### config.mk
export PLATFORM = sky130hd
export DESIGN_NAME = extrinsic_llr_pipe
export DESIGN_NICKNAME = d
export VERILOG_FILES = /design/src/rtl/extrinsic_llr_pipe.sv
export SDC_FILE = /design/constraint.sdc
export NUM_CORES = 1
export LEC_CHECK = 0
export ABC_AREA = 1
export CORE_MARGIN = 2
export CORE_UTILIZATION = 51
export CTS_CLUSTER_DIAMETER = 40
export DETAILED_ROUTE_END_ITERATION = 16
export HOLD_SLACK_MARGIN = 0.06
export PLACE_DENSITY_LB_ADDON = 0.05
export RECOVER_POWER = 50
export SYNTH_ARGS = -nofsm -noshare
export SYNTH_HDL_FRONTEND = slang
export SYNTH_SLANG_ARGS = --single-unit
### constraint.sdc
create_clock -name Clock -period 9.4 [get_ports Clock]
set_input_delay 2.35 -clock Clock [delete_from_list [all_inputs] [get_ports Clock]]
set_output_delay 2.35 -clock Clock [all_outputs]
set_load 0.02 [all_outputs]
### src/rtl/extrinsic_llr_pipe.sv
// Extrinsic LLR stage of the turbo decoder's per-bit block: max-selects the epsilon groups,
// scales and saturates the extrinsic LLR, and tracks hard-decision stability for early termination.
module extrinsic_llr_pipe #(
  parameter int M      = 6,
  parameter int C      = 4,
  parameter int THRESH = 3
) (
  input  logic                   Clock,
  input  logic                   nReset,
  input  logic                   frame_start,
  input  logic                   in_valid,
  input  logic signed [4:1][M:0] epsilon,
  input  logic signed [M-1:0]    apriori,
  input  logic signed [M-1:0]    systematic,
  output logic                   ext_valid,
  output logic signed [M-1:0]    extrinsic,
  output logic                   hard_bit,
  output logic [C-1:0]           stable_count,
  output logic                   converged
);

  // Widest intermediate (e, s, post) is M+3 bits, enough for d - apriori and d + systematic.
  localparam int W = M + 3;
  localparam logic signed [W-1:0] SAT_POS = W'((2 ** (M - 1)) - 1);
  localparam logic signed [W-1:0] SAT_NEG = -SAT_POS;
  localparam logic [C-1:0]        COUNT_MAX = '1;
  localparam logic [C-1:0]        THRESH_C  = C'(THRESH);

  typedef struct packed {
    logic signed [M:0]   m1;
    logic signed [M:0]   m0;
    logic signed [M-1:0] apriori;
    logic signed [M-1:0] systematic;
  } stage1_t;

  stage1_t             s1_d, s1_q;
  logic                v1;
  logic                have_prev;

  logic signed [M+1:0] d;
  logic signed [W-1:0] e;
  logic signed [W-1:0] s;
  logic signed [W-1:0] post;
  logic signed [M-1:0] ext_d;
  logic                hard_d;
  logic [C-1:0]        stable_next;
  logic                conv_next;

  // Stage 1 combinational: group maxima. Packed-array selects are unsigned, hence the casts.
  always_comb begin
    // NOTE: every always_comb output gets a default first so no path can infer a latch.
    s1_d            = '0;
    s1_d.m1         = ($signed(epsilon[1]) > $signed(epsilon[2])) ? epsilon[1] : epsilon[2];
    s1_d.m0         = ($signed(epsilon[3]) > $signed(epsilon[4])) ? epsilon[3] : epsilon[4];
    s1_d.apriori    = apriori;
    s1_d.systematic = systematic;
  end

  // NOTE: sequential state uses non-blocking assignments only, so every register samples
  // pre-edge values regardless of statement order.
  always_ff @(posedge Clock or negedge nReset) begin
    if (!nReset) begin
      v1   <= 1'b0;
      s1_q <= '0;
    end else begin
      // A sample arriving with frame_start is the first of the new frame, so it is kept.
      v1 <= in_valid;
      if (in_valid) begin
        s1_q <= s1_d;
      end
    end
  end

  // Stage 2 combinational: difference, 0.75 scaling by floor shift, symmetric saturation.
  always_comb begin
    d      = $signed({s1_q.m1[M], s1_q.m1}) - $signed({s1_q.m0[M], s1_q.m0});
    e      = $signed({d[M+1], d}) - $signed({{3{s1_q.apriori[M-1]}}, s1_q.apriori});
    s      = e - (e >>> 2);
    post   = $signed({d[M+1], d}) + $signed({{3{s1_q.systematic[M-1]}}, s1_q.systematic});
    hard_d = !post[W-1] && (post != '0);
    ext_d  = s[M-1:0];
    if (s > SAT_POS) begin
      ext_d = SAT_POS[M-1:0];
    end else if (s < SAT_NEG) begin
      ext_d = SAT_NEG[M-1:0];
    end
  end

  // Stability counter next value; only consumed when a result is written.
  always_comb begin
    stable_next = '0;
    if (have_prev && (hard_d == hard_bit)) begin
      stable_next = (stable_count == COUNT_MAX) ? COUNT_MAX : stable_count + 1'b1;
    end
    conv_next = (stable_next >= THRESH_C);
  end

  always_ff @(posedge Clock or negedge nReset) begin
    if (!nReset) begin
      ext_valid    <= 1'b0;
      extrinsic    <= '0;
      hard_bit     <= 1'b0;
      have_prev    <= 1'b0;
      stable_count <= '0;
      converged    <= 1'b0;
    end else if (frame_start) begin
      // Drop the in-flight result; extrinsic/hard_bit keep their last values.
      ext_valid    <= 1'b0;
      have_prev    <= 1'b0;
      stable_count <= '0;
      converged    <= 1'b0;
    end else begin
      ext_valid <= v1;
      if (v1) begin
        extrinsic    <= ext_d;
        hard_bit     <= hard_d;
        have_prev    <= 1'b1;
        stable_count <= stable_next;
        converged    <= conv_next;
      end
    end
  end

endmodule

; ---- Word-level counts from Yosys, hierarchy flattened
; Cells that the tools add are included.
[totals]
input_bits = 44
word_cells = 43
register_bits = 41
[classes]
n_reduce_logical = 6
eq_ne = 2
addsub = 5
muxes = 13
n_lt_le_gt_ge = 5
n_bitwise = 1
[op_table]
columns = cell, count
row1 = two-way mux 4 bit, 4
row2 = > comparator 7 bit, 2
row3 = two-way mux 7 bit, 2
row4 = two-way mux 6 bit, 2
row5 = adder 8 x 6 -> 9 bit, 1
row6 = > comparator 9 x 6 -> 1 bit (second input constant), 1
row7 = less-than comparator 9 x 6 -> 1 bit (second input constant), 1
row8 = nonzero test 9 bit, 1
row9 = subtractor 8 x 6 -> 9 bit, 1
row10 = subtractor 9 x 7 -> 9 bit, 1
row11 = subtractor 7 x 7 -> 8 bit, 1
row12 = two-way mux 1 bit, 5
row13 = adder 4 x 1 -> 4 bit (second input constant), 1
row14 = == test 4 bit (second input constant), 1
row15 = greater-or-equal comparator 4 x 2 -> 1 bit (second input constant), 1
row16 = logical AND 1 bit, 2
row17 = AND reduction 2 bit, 1
row18 = nonzero test 2 bit, 1
row19 = == test 1 bit, 1
row20 = zero test 1 bit, 1
row21 = NOT 1 bit, 1

; ---- Depth between registers and ports, before layout
; Gate-level depths: netlist of run 1.
[depth]
word_depth = 10
depth_mapped = 30

; ---- Worst setup path after synthesis of run 1
; No wires, ideal clock.
[synth_path]
path_kind = input to register
startpoint = input epsilon[9] (netlist name)
endpoint = register s1_q[22] (netlist name)
slack_ns = 5.452
required_time_ns = 9.266
n_path_buf = 1
arrival_ns = 3.814
setup_ns = 0.134
cell_stages = 13
path_cell_list = inv_1 ha_1 a21oi_1 o21ai_0 a21oi_1 nor2_1 o21ai_0 nand3_1 o211ai_1 buf_2 nand2_1 o211ai_1 o21ai_0
[synth_via]
elab_chain_len = 2
[synth_lines]
columns = item, line
row1 = "start, declared", 12  ; input logic signed [4:1][M:0] epsilon,
row2 = > comparator 7 bit, 53  ; s1_d.m1 = ($signed(epsilon[1]) > $signed(epsilon[2])) ? epsilon[1] : epsilon[2];
row3 = two-way mux 7 bit, 53
row4 = "end signal, assigned", 64  ; s1_q <= '0;
row5 = "end signal, assigned", 69  ; s1_q <= s1_d;
row6 = "end, declared", 36  ; stage1_t s1_d, s1_q;
; Every way passes these cells.
; A chain may end at the register's enable or synchronous reset.

; ---- Worst setup path after layout of run 1
[layout_path]
startpoint = input epsilon[23] (netlist name)
endpoint = register s1_q[12] (netlist name)
[layout_via]
elab_chain_len = 2
[layout_lines]
columns = item, line
row1 = > comparator 7 bit, 54  ; s1_d.m0 = ($signed(epsilon[3]) > $signed(epsilon[4])) ? epsilon[3] : epsilon[4];
row2 = two-way mux 7 bit, 54
; Every way passes these cells.

==> summary.md, run 1 <==
| Metric | Value |
|---|---|
| Run status | complete, but fails checks |
| Failing checks | capacitance limit, slew limit |
| GR peak layer | met2 |
| Final period utilization | 48.9% |
| CTS buffer count | 5 |
| Req. time, crit path | 9510 ps |
| F_max | 0.217 GHz |
| Remaining antenna violation count after routing | 0 |
| Place WS | 4540 ps |
| Slew headroom | -41.9% |
| Register area | 1030 um^2 |
| GRT Total Usage | between 10% and 20% |
| Post-Syn Nets | 596 |
| Most frequent CP cell | a21oi_1 |
| Worst r2r path cells | 26 |
| Crit-path max FO | 14 |
| Setup bufs post-CTS | 0 |
| Final hold violation count | 0 |
| Fill cells | 695 |
| # setup viols final | 0 |
| Synth Register Bits | 41 |
| Gr ovfl total | 0 |
| Arrival @ worst endpoint | 4710 ps |
| Register area share after synthesis | 27.3% |
| Yosys cell types | 34 |
| Critical-path cell list | clkdlybuf4s50_1, inv_1, ha_1, a21oi_1, o31ai_1, a21oi_1, o211ai_1, a21oi_1, o21ai_0, nand2_1, o21ai_0 |
| CP endpoint kind | register |
| Ys Warns | 0 |
| Worst hold path endpoint | extrinsic[5]$_DFFE_PN0P_ |
| Multi-input logic area | 2350 um^2 |
| Clock skew | roughly 5.8 ps |
| Clock sink count | 41 |
| Row cnt | 31 |
| Hold depth | 2 |
| Final std cells w/o fill | ~660 |
| Via count | approximately 3300 |
| Initial antenna violation count | 0 |
| Largest net degree at the start of global routing | 47 |
| Post-synthesis area per instance | 7.48 um^2 |
| First-pass GRT wire length | 13100 um |
| Critical path type | primary input to register |
| Count of port buffers added during placement | 56 |
| DIE AREA | 8060 um^2 |
| Syn Inst Count | 502 |
| Reg2reg setup slack | 5190 ps |
| Worst Max-Slew Pin Slew | 2130 ps |
| Worst R2R Start | s1_q[14]$_DFFE_PN0P_ |
| Detailed Place HPWL | a little over 6000 um |
| CTS Hold Buffers Added | 0 |
| Vias per Instance | ~5.0 |
| Worst r2r dst | extrinsic[0]$_DFFE_PN0P_ |
| P&R area growth vs syn | 20.1% |
| Worst hold path startpoint | extrinsic[5]$_DFFE_PN0P_ |
| Number of I/O pins | 57 |
| Min Tclk post-route | approximately 4600 ps |
| Share of cells above drive strength 1 | just over 8% |
| CTS tree | built |
| GPL Wtd Cong | 0.909 |
| Post-CTS Resized | 0 |
| Drt first pass iters | 4 |
| Clock latency on the worst-skew pair | 290 ps |
| Startpoint types | primary input |
| Die Wd | 89.8 um |
| Worst Hold Class | register to register |
| Drt total wl | approximately 7400 um |
| Final Slew Violations | 89 |
| RSZ-0062 raised after global routing | false |
| Clock transition at the registers of the reported paths | ~80 ps |
| Drt drc | 0 |
| Crit-path slowest cell | a21oi_1 |
| Critical path's largest stage delay | about 730 ps |
| Vias in the first global route | 3239 |
| WL/cell | 11.3 um |
| Total negative slack | 0 ps |
| NumNets Final | 652 |
| CTS root buf | clkbuf_8 |
| Synth Cell Area | ~3800 um^2 |
| Starting Density | 52.3% |
| Antenna fix cells | 0 |
| MaxCap Viol Count | 2 |
| M2 GR Usage | 36.8% |
| Initial DRC Count | just under 60 |
| Core outline area | around 7200 um^2 |
| Maximum clock insertion buffer count | 2 |
| GR Layer Usage met1 | around 22% |
| # placed instances | 650 |
| H-tree levels | 2 |
| Worst setup margin | 4800 ps |
| Height of the chip | 89.8 um |
| GR met3 Demand/Resource | under 10% |
cell usage after synthesis (all sizes together):
| cell | instances | share of area, % |
|---|---|---|
| a21o | 1 | 0.20 |
| a21oi | 31 | 5.0 |
| a22oi | 1 | 0.20 |
| a31oi | 2 | 0.33 |
| and3 | 1 | 0.17 |
| buf | 3 | 0.57 |
| clkbuf | 5 | 0.50 |
| dfrtp | 41 | 27 |
| fa | 4 | 2.1 |
| ha | 46 | 15 |
| inv | 88 | 8.8 |
| mux2 | 7 | 2.1 |
| nand2 | 130 | 14 |
| nand3 | 35 | 5.6 |
| nand3b | 3 | 0.60 |
| nand4 | 7 | 1.2 |
| nor2 | 25 | 2.7 |
| nor3 | 3 | 0.40 |
| nor3b | 1 | 0.20 |
| o211ai | 15 | 3.0 |
| o21ai | 33 | 4.7 |
| o21bai | 1 | 0.20 |
| o31ai | 1 | 0.20 |
| xnor2 | 8 | 1.9 |
| xor2 | 10 | 2.5 |
worst max-delay path, delay by kind of cell:
kind,cells,cell delay (ps)
compound gates,7,1460
fa+ha+maj,1,290
buf+inv,2,510
simple gates,1,90
state kept, by name, indices dropped and copies added, names as in the netlist:
register and flops:
s1_q 26, extrinsic 6, stable_count 4, converged 1
ext_valid 1, hard_bit 1, have_prev 1, v1 1
worst max-delay path by stage:
stage	from	slack, ps	to
after global placement	epsilon[23]	4680	s1_q[12]$_DFFE_PN0P_
after floorplan	epsilon[9]	5450	s1_q[22]$_DFFE_PN0P_
after detailed placement	epsilon[23]	4540	s1_q[18]$_DFFE_PN0P_
after global routing	epsilon[23]	4480	s1_q[17]$_DFFE_PN0P_
final	epsilon[23]	4800	s1_q[12]$_DFFE_PN0P_
after CTS	epsilon[23]	4850	s1_q[18]$_DFFE_PN0P_
cell usage in the layout (no fill, tap or decap), types with 3 or more instances in the layout:
| cell type | instances |
|---|---|
| nand2_1 | 115 |
| inv_1 | 88 |
| clkdlybuf4s50_1 | 53 |
| ha_1 | 46 |
| dfrtp_1 | 41 |
| o21ai_0 | 32 |
| nand3_1 | 28 |
| a21oi_1 | 26 |
| nor2_1 | 23 |
| o211ai_1 | 15 |
| nand2_2 | 14 |
| xor2_1 | 9 |
| xnor2_1 | 8 |
| nand4_1 | 7 |
| nand3_2 | 7 |
| mux2_2 | 7 |
| clkbuf_8 | 5 |
| fa_1 | 4 |
| a21oi_2 | 3 |
| nand3b_1 | 3 |
| nor3_1 | 3 |
stage by stage:
| step | area [um^2] | utilization [%] | hold slack [ps] |
|---|---|---|---|
| global route | 4510 | 62.8 | 517 |
| floorplan | 3750 | - | 481 |
| finish | 4510 | 62.8 | 488 |
| detailed placement | 4400 | 61.3 | 469 |
| CTS | 4520 | 62.9 | 492 |
| global placement | 4400 | 61.3 | 468 |
final cells by class:
class / instances / share of cell area, %
clock buffers: 5 / 1.53
clock inverters: 3 / 1.03
inverters: 88 / 7.33
multi-input cells: 365 / 52.2
flip-flops and latches: 41 / 22.8
well taps: 99 / 2.75
repair buffers: 57 / 12.4
logic make-up (layout without fill, tap and decap cells):
logic type / count (synthesis) / in the layout / synth area share [%]
muxes: 7 / 7 / 2.10
DFF: 41 / 41 / 27.3
and+or+nand+nor: 205 / 205 / 25.0
buffers and inverters: 96 / 153 / 9.87
AOI/OAI and AO/OA: 85 / 85 / 13.9
adders and majority gates: 50 / 50 / 17.5
xor gates and xnor gates: 18 / 18 / 4.40
per-layer routing:
| metal | vias up | wire, um |
|---|---|---|
| met1 | 1499 | 3230 |
| met3 | 6 | 223 |
| li1 | 1750 | - |
| met4 | 0 | 85 |
| met2 | 51 | 3880 |
| met5 | - | 0 |
Power of run 1 is not shown: default switching activity piles up to over one toggle a cycle in this logic, so the estimate is an artifact.
==> run 2: changes to the inputs <==
- clock period: 9.4 -> 4.68 ns (I/O delays scaled with it)
==> summary.md, run 2 (same netlist as run 1, synthesis figures left out) <==
| Metric | Value |
|---|---|
| Row cnt | 31 (unchanged) |
| Termination of the worst setup path | extrinsic[4]$_DFFE_PN0P_ |
| Max reg flops | 26 (unchanged) |
| Failing checks | capacitance limit, slew limit |
| Fill cells | 654 (-5.9%) |
| Worst r2r path cells | 22 (-15%) |
| Clock sink count | 41 (unchanged) |
| Clock latency on the worst-skew pair | 300 ps (about the same) |
| Top flop regs | s1_q: 26 flops, extrinsic: 6 flops, stable_count: 4 flops |
| Final period utilization | about nine tenths |
| Req. time, crit path | 4900 ps (-4610 ps) |
| Clock skew | 16.4 ps (+10.6 ps) |
| RSZ-0062 raised after global routing | false |
| Arrival @ worst endpoint | 4390 ps (-320 ps) |
| Setup bufs post-CTS | 0 (unchanged) |
| Total negative slack | 0 ps (unchanged) |
| GPL Wtd Cong | 0.893 (-1.8%) |
| CTS Hold Buffers Added | 0 (unchanged) |
| Worst Hold Class | register to register |
| Final core occ | 63.1% (+0.26 points) |
| Worst r2r dst | extrinsic[4]$_DFFE_PN0P_ |
| Initial DRC Count | 103 (+78%) |
| CTS root buf | clkbuf_8 |
| Initial antenna violation count | 0 (unchanged) |
| Register area | 1030 um^2 (unchanged) |
| DIE AREA | 8060 um^2 (unchanged) |
| GRT Total Usage | 20.1% (+0.88 points) |
| NumNets Final | 652 (unchanged) |
| Post-CTS Resized | 0 (unchanged) |
| # setup viols final | 0 (unchanged) |
| Post-layout instance area | 4530 um^2 (+0.42%) |
| Reg with most FFs | s1_q |
| Vias in the first global route | 3281 (+1.3%) |
| Final Slew Violations | 89 (unchanged) |
| Critical path type | register to register |
| CTS buffer count | 5 (unchanged) |
| WL/cell | 11.8 um (+5.1%) |
| Core outline area | 7180 um^2 (unchanged) |
| F_max | 0.240 GHz |
| Placed inst area | 4400 um^2 (unchanged) |
| Worst R2R Start | s1_q[21]$_DFFE_PN0P_ |
| Remaining antenna violation count after routing | 0 (unchanged) |
| Clock transition at the registers of the reported paths | 80 ps (about the same) |
| Worst Max-Slew Pin Slew | 2210 ps (+83.9 ps) |
| Detailed Place HPWL | 6400 um (+2.7%) |
| Vias per Instance | 5.06 (+0.79%) |
| Antenna fix cells | 0 (unchanged) |
| Min Tclk post-route | 4170 ps |
| Share of cells above drive strength 1 | 8.23% (unchanged) |
| Number of I/O pins | 57 (unchanged) |
| Maximum clock insertion buffer count | 2 (unchanged) |
| Count of port buffers added during placement | 56 (unchanged) |
| Drt total wl | 7790 um (+5.1%) |
| Final hold violation count | 0 (unchanged) |
| Run status | complete, but fails checks |
| MaxCap Viol Count | 2 (unchanged) |
| Reg2reg setup slack | 510 ps (-4680 ps) |
| Largest net degree at the start of global routing | 47 (unchanged) |
| H-tree levels | 2 (unchanged) |
| CTS tree | built |
| Startpoint types | register |
| Most common library cell in the layout ignoring fill and taps | nand2_1 |
| Worst setup path start | s1_q[21]$_DFFE_PN0P_ |
| Crit-path max FO | 6 (-8) |
| CP endpoint kind | register |
| Gr ovfl total | 0 (unchanged) |
| Drt first pass iters | 4 (unchanged) |
| Multi-input logic area | 2350 um^2 (unchanged) |
| Via count | 3332 (+0.79%) |
| First-pass GRT wire length | 13600 um (+3.9%) |
| Height of the chip | 89.8 um (unchanged) |
| Die Wd | 89.8 um (unchanged) |
| Drt drc | 0 (unchanged) |
| Most frequent cells in the layout | nand2_1, inv_1, clkdlybuf4s50_1 |
| Starting Density | 52.3% (unchanged) |
| P&R area growth vs syn | 20.6% |
| Slew headroom | -47.5% (-5.6 points) |
-- run 2: cell types whose count changed in the layout (fill, tap and decap cells not counted) --
cell / delta
bufinv_16: +1
clkinv_4: -1
clkinv_2: +1
clkinvlp_4: -1
-- run 2: worst min-delay path by stage --
stage	from	endpoint	depth (start not counted)
6_report	extrinsic[5]$_DFFE_PN0P_	extrinsic[5]$_DFFE_PN0P_	2
5_1_grt	extrinsic[5]$_DFFE_PN0P_	extrinsic[5]$_DFFE_PN0P_	2
4_1_cts	extrinsic[5]$_DFFE_PN0P_	extrinsic[5]$_DFFE_PN0P_	2
3_5_place_dp	extrinsic[5]$_DFFE_PN0P_	extrinsic[5]$_DFFE_PN0P_	2
3_3_place_gp	extrinsic[5]$_DFFE_PN0P_	extrinsic[5]$_DFFE_PN0P_	2
2_1_floorplan	have_prev$_DFFE_PN0P_	have_prev$_DFFE_PN0P_	2
-- run 2: metal layers --
metal / global-route usage (%) / vias up / wire length [um]
met5: 0 / - / 0
met4: 6.41 / 0 / 133
met3: 3.19 / 14 / 206
met2: 37.4 / 50 / 4010
met1: 23.8 / 1517 / 3440
li1: - / 1751 / -
-- run 2: cell type report --
| cell class | instances | share of cell area (%) |
|---|---|---|
| inverters | 88 | 7.30 |
| clock inverters | 3 | 1.44 |
| well taps | 99 | 2.74 |
| flip-flops and latches | 41 | 22.7 |
| repair buffers | 57 | 12.3 |
| clock buffers | 5 | 1.52 |
| multi-input cells | 365 | 52.0 |
-- run 2: critical path: stages (launching register included) --
cell	delay, ps
dfrtp_1	390
ha_1	350
nand3_1	90
nand2_1	100
a21oi_1	70
o21ai_0	280
xnor2_1	160
inv_1	100
ha_1	390
nand2_1	110
inv_1	90
nand4_1	160
nand4_1	120
nand2_1	120
ha_1	360
a21oi_1	210
nand3_1	190
xnor2_1	170
nor2_1	130
nand3_2	100
o21ai_4	180
nand2_1	70
a21oi_1	160
-- run 2: per-stage QoR --
step           cells  hold slack, ps  setup slack [ps]
2_1_floorplan    502             481              1030
3_3_place_gp     650             478               573
3_5_place_dp     650             483               511
4_1_cts          658             503               493
5_1_grt          658             517               143
6_report         658             514               512
Power of run 2 is left out for the same reason.
==> run 3: changes to the inputs <==
- ABC_AREA: 1 -> unset
- GPL_ROUTABILITY_DRIVEN: unset -> 0
- PLACE_DENSITY: unset -> 0.76
- PLACE_DENSITY_LB_ADDON: 0.05 -> unset
==> summary.md, run 3 <==
| Metric | Value |
|---|---|
| Ys Warns | 0 (unchanged) |
| Drt first pass iters | 5 (+1) |
| Most frequent cells in the layout | inv_1, clkdlybuf4s50_1, ha_1 |
| Clock skew | 3.02 ps (-13.3 ps) |
| Reg with most FFs | s1_q |
| Min Tclk post-route | 4480 ps (+315 ps) |
| Critical path type | register to register |
| Core outline area | 6830 um^2 (-4.8%) |
| Post-layout instance area | 4460 um^2 (-1.5%) |
| Initial DRC Count | 110 (+6.8%) |
| WL/cell | 13.0 um (+9.9%) |
| CP endpoint kind | register |
| # setup viols final | 0 (unchanged) |
| Count of port buffers added during placement | 56 (unchanged) |
| CTS root buf | clkbuf_8 |
| Most frequent cell after synthesis | inv_1 |
| Worst r2r dst | extrinsic[3]$_DFFE_PN0P_ |
| Synth area leaders | dfrtp_1, ha_1, inv_1 |
| PwrDens | 795 nW/um^2 |
| Post-Syn Nets | 502 (-16%) |
| Top_reg_cell synth | dfrtp_1 |
| CTS buffer count | 5 (unchanged) |
| Run status | complete, but fails checks |
| Height of the chip | 88.2 um (-1.8%) |
| GRT Total Usage | 19.3% (-0.82 points) |
| Row cnt | 30 (-3.2%) |
| Top flop regs | s1_q: 26 flops, extrinsic: 6 flops, stable_count: 4 flops |
| First-pass GRT wire length | 12100 um (-11%) |
| Number of I/O pins | 57 (unchanged) |
| Arrival @ worst endpoint | 4630 ps (+240 ps) |
| Antenna fix cells | 0 (unchanged) |
| Worst r2r path cells | 19 (-14%) |
| Max VDD drop | 0.477 mV |
| Placed inst area | 4260 um^2 (-3.1%) |
| Final hold violation count | 0 (unchanged) |
| Total chip power | 3.55 mW |
| Post-synth top cells | inv_1, ha_1, dfrtp_1 |
| Share of cells above drive strength 1 | 9.19% (+0.96 points) |
| Final period utilization | 95.8% (+6.7 points) |
| Remaining antenna violation count after routing | 0 (unchanged) |
| Drt total wl | 7340 um (-5.8%) |
| Register area share after synthesis | 28.4% (+1.1 points) |
| P&R area growth vs syn | 23.4% |
| Yosys cell types | 52 (+53%) |
| Crit-path max FO | 5 (-1) |
| Largest net degree at the start of global routing | 47 (unchanged) |
| Leak | between 2 and 2.5 nW |
| Async S/R FF share, synth | 100% (unchanged) |
| Failing checks | capacitance limit, slew limit |
| Post-synthesis area per instance | 8.86 um^2 (+18%) |
| Worst setup path start | s1_q[12]$_DFFE_PN0P_ |
| Reg2reg setup slack | 200 ps (-310 ps) |
| Gr ovfl total | 0 (unchanged) |
| Starting Density | 52.9% (+0.58 points) |
| Startpoint types | register |
| Termination of the worst setup path | extrinsic[3]$_DFFE_PN0P_ |
| Vias per Instance | 5.36 (+5.8%) |
| Req. time, crit path | 4820 ps (-80 ps) |
| Syn Inst Count | 408 (-19%) |
| Drt drc | 0 (unchanged) |
| MaxCap Viol Count | 2 (unchanged) |
| NumNets Final | 561 (-14%) |
| Total negative slack | 0 ps (unchanged) |
| Worst Max-Slew Pin Slew | 2140 ps (-75.4 ps) |
| CTS tree | built |
| Synth Register Bits | 41 (unchanged) |
| Clock sink count | 41 (unchanged) |
| Worst R2R Start | s1_q[12]$_DFFE_PN0P_ |
| Fill cells | 584 (-11%) |
| F_max | 0.223 GHz (-7.0%) |
| Max reg flops | 26 (unchanged) |
| Synth Cell Area | 3610 um^2 (-3.7%) |
| Post-synth top area cell | dfrtp_1 |
| DIE AREA | 7770 um^2 (-3.6%) |
| Clock latency on the worst-skew pair | 290 ps (about the same) |
| Worst Hold Class | register to register |
| Hold depth | 1 (-1) |
| CTS Hold Buffers Added | 0 (unchanged) |
| Maximum clock insertion buffer count | 2 (unchanged) |
| H-tree levels | 2 (unchanged) |
| Vias in the first global route | 2842 (-13%) |
| Initial antenna violation count | 0 (unchanged) |
| Die Wd | 88.2 um (-1.8%) |
| Clock transition at the registers of the reported paths | 80 ps (about the same) |
| Detailed Place HPWL | 5850 um (-8.6%) |
| Slew headroom | -42.4% (+5.0 points) |
| Post-synth EDFFs | 0 (unchanged) |
| Post-synth top area share | 28.4% (+1.1 points) |
| RSZ-0062 raised after global routing | true |
| Via count | 3022 (-9.3%) |
| Final Slew Violations | 89 (unchanged) |
run 3: how the worst min path moves through the flow:
| stage | startpoint | to | slack [ps] |
|---|---|---|---|
| global route | converged$_DFFE_PN0P_ | converged$_DFFE_PN0P_ | 510 |
| finish | converged$_DFFE_PN0P_ | converged$_DFFE_PN0P_ | 500 |
| global placement | converged$_DFFE_PN0P_ | converged$_DFFE_PN0P_ | 470 |
| CTS | converged$_DFFE_PN0P_ | converged$_DFFE_PN0P_ | 500 |
| detailed placement | converged$_DFFE_PN0P_ | converged$_DFFE_PN0P_ | 470 |
| floorplan | have_prev$_DFFE_PN0P_ | have_prev$_DFFE_PN0P_ | 470 |
run 3: worst max-delay path, cell delays in order (launching register included):
cell and delay [ps]:
dfrtp_1 400, ha_1 200, inv_1 80, fa_2 490, ha_1 300, nor2b_4 130, o31a_1 280, o21ai_0 160
nand2b_1 110, a21o_1 180, a21o_1 180, xor2_1 170, inv_1 60, ha_1 330, a21o_1 210, or3_2 470
a21oi_1 130, o31ai_1 110, nand3_1 170, o311ai_0 160
run 3: through the flow:
stage	util (%)	instances	hold slack (ps)	worst slack, ps
after detailed placement	62.4	553	474	0.235
final	65.3	564	496	198
after global routing	65.3	564	509	-12.6
after global placement	62.4	553	468	113
after CTS	63.8	561	497	47.4
after floorplan	-	408	466	438
run 3: logic make-up after synthesis:
logic type / after synthesis / share of synthesized area, %
adder cells (fa/ha/maj): 50 / 18.1
AO/OA/AOI/OAI: 112 / 20.4
flip-flops: 41 / 28.4
buffers and inverters: 62 / 6.61
AND/OR/NAND/NOR: 93 / 12.6
XOR/XNOR: 23 / 5.99
multiplexers: 27 / 7.89
run 3: routing by layer:
layer / GRT usage [%] / vias up / part of all wire, %
li1: - / 1553 / -
met1: 23.2 / 1381 / 45
met2: 36.1 / 75 / 50
met3: 2.45 / 13 / 3.7
met4: 5.23 / 0 / 1.7
met5: 0 / - / 0
run 3: cell type report:
class                           instances  area [um^2]  share of cell area [%]
Multi-Input combinational cell        305         2440                    54.7
Sequential cell                        41         1030                    23.0
Timing Repair Buffer                   61          588                    13.2
Inverter                               53          199                    4.46
Tap cell                               96          120                    2.69
Clock buffer                            5         68.8                    1.54
Clock inverter                          3         17.5                   0.393
run 3: where the power goes:
part           leakage (nW)  internal, mW  switching [mW]  total, mW
registers             0.485         0.416          0.0352      0.452
clock network        0.0439         0.103           0.123      0.226
logic                  1.61          1.31            1.56       2.87
total                  2.14          1.83            1.72       3.55
run 3: what timing repair did:
item | 4_1_cts | 5_1_grt
pin swaps | 0 | 4
gates resized for setup | 1 | 15
setup endpoints to repair | 1 | 6
buffers inserted | 0 | 3
hold endpoints to repair | 0 | 0
Note: power is estimated with default switching activity, not from simulation.
